===== config.mk =====
export PLATFORM = sky130hd
export DESIGN_NAME = sr_cmd_conditioner
export DESIGN_NICKNAME = d
export VERILOG_FILES = /design/src/rtl/sr_cmd_pkg.sv /design/src/rtl/sr_debounce.sv /design/src/rtl/sr_cmd_conditioner.sv
export SDC_FILE = /design/constraint.sdc
export NUM_CORES = 1
export LEC_CHECK = 0
export ABC_AREA = 0
export BUFFER_PORTS_ARGS = -buffer_cell sky130_fd_sc_hd__buf_2
export CORE_UTILIZATION = 40
export DETAILED_ROUTE_END_ITERATION = 10
export MAX_ROUTING_LAYER = met4
export SYNTH_ARGS = -nofsm -noshare
export SYNTH_HDL_FRONTEND = slang
export SYNTH_HIERARCHICAL = 1
export SYNTH_SLANG_ARGS = --single-unit

===== constraint.sdc =====
create_clock -name clk -period 1.7 [get_ports clk]
set_input_delay 0.255 -clock clk [delete_from_list [all_inputs] [get_ports clk]]
set_output_delay 0.255 -clock clk [all_outputs]
set_load 0.02 [all_outputs]

===== src/rtl/sr_cmd_pkg.sv =====
// Shared types and constants for the SR command conditioner.
// The arbiter result enum and the conflict counter limits live here so the
// top and any future users agree on encodings.
package sr_cmd_pkg;

  // Result of arbitrating the two channel requests in a given cycle
  typedef enum logic [1:0] {
    CMD_NONE = 2'd0,
    CMD_SET  = 2'd1,
    CMD_CLR  = 2'd2
  } sr_cmd_e;

  localparam int                        CONFLICT_CNT_W   = 8;
  localparam logic [CONFLICT_CNT_W-1:0] CONFLICT_CNT_MAX = 8'hFF;

endpackage


===== src/rtl/sr_debounce.sv =====
// One request channel: 2-flop synchroniser, counter debouncer and
// rising-edge detector. req is a one-cycle pulse per accepted rising level.
module sr_debounce #(
  parameter int DEBOUNCE_CYCLES = 16,
  parameter int CNT_W           = $clog2(DEBOUNCE_CYCLES + 1)
) (
  input  logic clk,
  input  logic rst,
  input  logic raw,
  output logic req
);

  localparam logic [CNT_W-1:0] CNT_LAST = CNT_W'(DEBOUNCE_CYCLES - 1);

  logic             q1;
  logic             q2;
  logic             stable;
  logic             stable_d;
  logic [CNT_W-1:0] cnt;

  // Two-stage synchroniser; only q2 is trusted downstream
  always_ff @(posedge clk) begin
    if (rst) begin
      q1 <= 1'b0;
      q2 <= 1'b0;
    end else begin
      q1 <= raw;
      q2 <= q1;
    end
  end

  // Accept a new level only after it differs from stable for DEBOUNCE_CYCLES
  // consecutive cycles; any return to the stable level restarts the count
  always_ff @(posedge clk) begin
    if (rst) begin
      stable <= 1'b0;
      cnt    <= '0;
    end else if (q2 == stable) begin
      cnt <= '0;
    end else if (cnt == CNT_LAST) begin
      stable <= q2;
      cnt    <= '0;
    end else begin
      cnt <= cnt + 1'b1;
    end
  end

  // Delayed copy of the debounced level for rising-edge detection
  always_ff @(posedge clk) begin
    if (rst) begin
      stable_d <= 1'b0;
    end else begin
      stable_d <= stable;
    end
  end

  assign req = stable & ~stable_d;

endmodule


===== src/rtl/sr_cmd_conditioner.sv =====
// SR command conditioner: turns raw set/clear requests into clean,
// mutually exclusive one-cycle S/R command pulses for an SR flop.
// Optional feature macro: SR_CONFLICT_CNT_EN adds an 8-bit saturating
// count of conflict pulses on port conflict_cnt.
module sr_cmd_conditioner
  import sr_cmd_pkg::*;
#(
  parameter int DEBOUNCE_CYCLES = 16,
  parameter int CNT_W           = $clog2(DEBOUNCE_CYCLES + 1),
  parameter int RST_PRIORITY    = 1
) (
  input  logic clk,
  input  logic rst,
  input  logic set_raw,
  input  logic clr_raw,
  output logic s_out,
  output logic r_out,
  output logic conflict
`ifdef SR_CONFLICT_CNT_EN
  ,
  output logic [CONFLICT_CNT_W-1:0] conflict_cnt
`endif
);

  logic    set_req;
  logic    clr_req;
  sr_cmd_e cmd_next;
  logic    conflict_next;

  sr_debounce #(
    .DEBOUNCE_CYCLES(DEBOUNCE_CYCLES),
    .CNT_W          (CNT_W)
  ) u_set_db (
    .clk(clk),
    .rst(rst),
    .raw(set_raw),
    .req(set_req)
  );

  sr_debounce #(
    .DEBOUNCE_CYCLES(DEBOUNCE_CYCLES),
    .CNT_W          (CNT_W)
  ) u_clr_db (
    .clk(clk),
    .rst(rst),
    .raw(clr_raw),
    .req(clr_req)
  );

  // Arbitrate same-cycle requests; the loser is dropped, never queued
  always_comb begin
    cmd_next      = CMD_NONE;
    conflict_next = 1'b0;
    case ({set_req, clr_req})
      2'b10:   cmd_next = CMD_SET;
      2'b01:   cmd_next = CMD_CLR;
      2'b11: begin
        conflict_next = 1'b1;
        cmd_next      = (RST_PRIORITY != 0) ? CMD_CLR : CMD_SET;
      end
      default: cmd_next = CMD_NONE;
    endcase
  end

  // Registered command outputs; the one-hot decode keeps s_out & r_out == 0
  always_ff @(posedge clk) begin
    if (rst) begin
      s_out    <= 1'b0;
      r_out    <= 1'b0;
      conflict <= 1'b0;
    end else begin
      s_out    <= (cmd_next == CMD_SET);
      r_out    <= (cmd_next == CMD_CLR);
      conflict <= conflict_next;
    end
  end

`ifdef SR_CONFLICT_CNT_EN
  // Saturating tally of conflict pulses, cleared only by reset
  always_ff @(posedge clk) begin
    if (rst) begin
      conflict_cnt <= '0;
    end else if (conflict && (conflict_cnt != CONFLICT_CNT_MAX)) begin
      conflict_cnt <= conflict_cnt + 1'b1;
    end
  end
`endif

endmodule

==> reports/metrics.csv <==
stage,metric,value,unit
worst_setup_path,FF-to-FF setup slack,0.12,ns
global_route,Total GRT Usage,12.1,%
floorplanning,Site Rows,15,
layout,Antenna Cells,0,
synth,"FFs w/ async S/R, synth",0,%
sta,minimum clock period,1.58,ns
placed_design,I/O Buffers,6,
sta,RSZ-0062 raised after global routing,false,
clock_network,post-CTS setup buffers,0,
floorplanning,Die Wd,44.6,um
global_route,vias in the first global route,400,
synth,Post-Syn Nets,74,
clock_network,CTS tree,built,
clock_network,CTS Sinks,21,
clock_network,CTS Root Cell,clkbuf_4,
worst_setup_path,CP Data Arrival Time,1.82,ns
sta,endpoints failing hold,0,
hold_path,Min-Delay Endpoint,u_set_db/q1$_SDFF_PP0_,
power_and_ir_drop,VDD IR max,553,uV
layout,fillcell total,163,
synth,Synth Instances,66,
floorplanning,Initial Utilization,42.4,%
hold_path,Hold Path Class,in -> reg,
layout,layout cells sized above 1,18.4,%
clock_network,CTS resizes,0,
worst_setup_path,CP Max Fanout,5,
sta,final setup TNS,0,ns
outcome,run status,"complete, no violations",
placed_design,dpl hpwl,666,um
placed_design,placed cells,97,
detailed_routing,Detailed Route WL,919,um
worst_setup_path,Crit Path Class,reg -> reg,
floorplanning,core area,1710,um^2
sta,Slew Limit Fails,0,
detailed_routing,routed vias,432,
synth,Area contributors post-synth,"dfxtp_1 58%, ha_1 6.9%, nor2b_1 6.9%, nor2_1 6.2%, xnor2_1 4.8%",
detailed_routing,1st-iter DRT viols,4,
floorplanning,die area,1990,um^2
synth,number of distinct library cells after synthesis,14,
worst_setup_path,FF-to-FF Start,u_clr_db/cnt[0]$_SDFF_PP0_,
clock_network,Clock Latency Late Sink,0.30,ns
power_and_ir_drop,Lkg Pwr,0.335,nW
sta,"Setup violations, final",0,
synth,cell taking the most area after synthesis,dfxtp_1,
synth,"top cells by count, synth","21 x dfxtp_1, 12 x nor2_1, 8 x nor2b_1",
detailed_routing,routed len/inst,9.10,um
worst_setup_path,startpoint types,flip-flop,
sta,Hold WS,0.153,ns
sta,Clock Skew,0.00955,ns
synth,"Warnings, synthesis",6,
floorplanning,Die Ht,44.6,um
synth,share of Yosys cell area claimed by the top area cell type,58.0,%
sta,Worst-Margin Slew,0.208,ns
global_route,total grt overflow,0,
clock_network,Hold Buf Count CTS,0,
detailed_routing,DRC violations left,0,
global_route,antenna violations before repair,0,
placed_design,routability cong.,0.648,
worst_setup_path,reg2reg path depth,5,
global_route,largest net degree at the start of global routing,14,
clock_network,TritonCTS Buffers,3,
detailed_routing,Antenna Violating Nets Remaining,0,
layout,fin nets,85,
worst_setup_path,reg2reg end,u_clr_db/cnt[3]$_SDFF_PP0_,
synth,Yosys reg bits,21,
power_and_ir_drop,PwrDens,924,nW/um^2
floorplanning,# IOs,7,
worst_setup_path,crit end category,flip-flop,
detailed_routing,DRT Pass-1 Iters,3,
layout,final non-filler cell total,101,
synth,most frequent cell after synthesis,dfxtp_1,
synth,number of enable flip-flop cells after synthesis,0,
sta,Worst slew margin,86.1,%
synth,post-synthesis sequential area ratio,58.0,%
detailed_routing,Via density,4.28,
synth,Synth Area per Inst,11.0,um^2
clock_network,clock-pin slew on the worst setup and hold paths,0.12,ns
hold_path,min-delay src,set_raw,
global_route,first-pass GRT wire length,1.65,mm
worst_setup_path,critical path required time,1.94,ns
synth,prevailing post-synth register cell,dfxtp_1,
clock_network,H-tree depth,1,
flow_run,number of max-cap violations,0,
sta,maximum clock frequency,0.633,GHz
hold_path,hold depth,2,
layout,Layout area overhead,12.3,%
synth,Netlist Area Pre-Place,724,um^2
clock_network,Max Root-Sink Buffers,2,
sta,Final period util,92.9,%
[area by class of cell]
class | instances | area (um^2) | area share, %
clock buffers | 3 | 22.5 | 2.77
clock inverters | 1 | 5.00 | 0.615
inverters | 4 | 15.0 | 1.85
multi-input cells | 41 | 289 | 35.5
flip-flops and latches | 21 | 420 | 51.7
well taps | 25 | 31.3 | 3.85
repair buffers | 6 | 30.0 | 3.69
[cells in the final DEF, fill, tap and decap left out]
master / n
and2b_2: 1
dfxtp_1: 21
nor2b_1: 8
inv_1: 4
ha_1: 4
xor2_1: 2
nor2_1: 12
mux2i_1: 2
clkbuf_4: 3
buf_2: 6
or3_4: 2
clkinv_2: 1
nand3_1: 2
and3_1: 2
and3b_2: 1
xnor2_1: 4
nor3b_1: 1
[power breakdown]
group / internal [mW] / switching [mW] / total [mW]
clock network: 0.0876 / 0.146 / 0.234
logic: 0.00873 / 0.00831 / 0.0170
registers: 0.498 / 0.00293 / 0.501
[worst max-delay path, stage by stage (launching register included)]
cell and delay (ns):
dfxtp_1 0.36, ha_1 0.22, and3_1 0.19, ha_1 0.22, or3_4 0.43, nor2_1 0.11
[cells by family after synthesis]
logic type | Yosys count | share of synthesized area, %
adders and majority gates | 4 | 6.91
and+or+nand+nor | 29 | 23.0
muxes | 2 | 2.76
xor gates and xnor gates | 6 | 7.25
buffers and inverters | 4 | 2.07
DFF | 21 | 58.0
[registers in the layout (all words and copies together), names as in the netlist]
| signal | count |
|---|---|
| u_clr_db/cnt | 5 |
| u_set_db/cnt | 5 |
| conflict | 1 |
| r_out | 1 |
| s_out | 1 |
| u_clr_db/q1 | 1 |
| u_clr_db/q2 | 1 |
| u_clr_db/stable | 1 |
| u_clr_db/stable_d | 1 |
| u_set_db/q1 | 1 |
| u_set_db/q2 | 1 |
| u_set_db/stable | 1 |
| u_set_db/stable_d | 1 |
[worst max path at each step]
stage                                     startpoint  slack [ns]                         end  depth (start not counted)
after global routing      u_clr_db/cnt[0]$_SDFF_PP0_        0.03  u_clr_db/cnt[1]$_SDFF_PP0_                          5
after global placement    u_clr_db/cnt[0]$_SDFF_PP0_        0.19  u_clr_db/cnt[3]$_SDFF_PP0_                          5
after CTS                 u_clr_db/cnt[0]$_SDFF_PP0_        0.11  u_clr_db/cnt[0]$_SDFF_PP0_                          5
after floorplan           u_clr_db/cnt[0]$_SDFF_PP0_        0.26  u_clr_db/cnt[2]$_SDFF_PP0_                          5
after detailed placement  u_clr_db/cnt[0]$_SDFF_PP0_        0.14  u_clr_db/cnt[0]$_SDFF_PP0_                          5
final                     u_clr_db/cnt[0]$_SDFF_PP0_        0.12  u_clr_db/cnt[3]$_SDFF_PP0_                          5
[metal layers]
metal / up-vias / routed length [um] / global-route usage (%)
met1: 196 / 489 / 15.4
li1: 228 / - / -
met5: - / 0 / -
met2: 6 / 391 / 16.8
met4: 0 / 10 / 9.09
met3: 2 / 27 / 2.45
[per-stage QoR]
step	total power, mW	setup slack (ns)	util (%)	area (um^2)
final	0.751	0.121	47.6	813
after global routing	0.777	0.0343	47.6	813
after CTS	0.760	0.109	47.6	813
after detailed placement	0.529	0.136	46.0	786
after global placement	0.528	0.187	46.0	786
after floorplan	0.520	0.263	-	724
(Power assumes the default switching activity.)
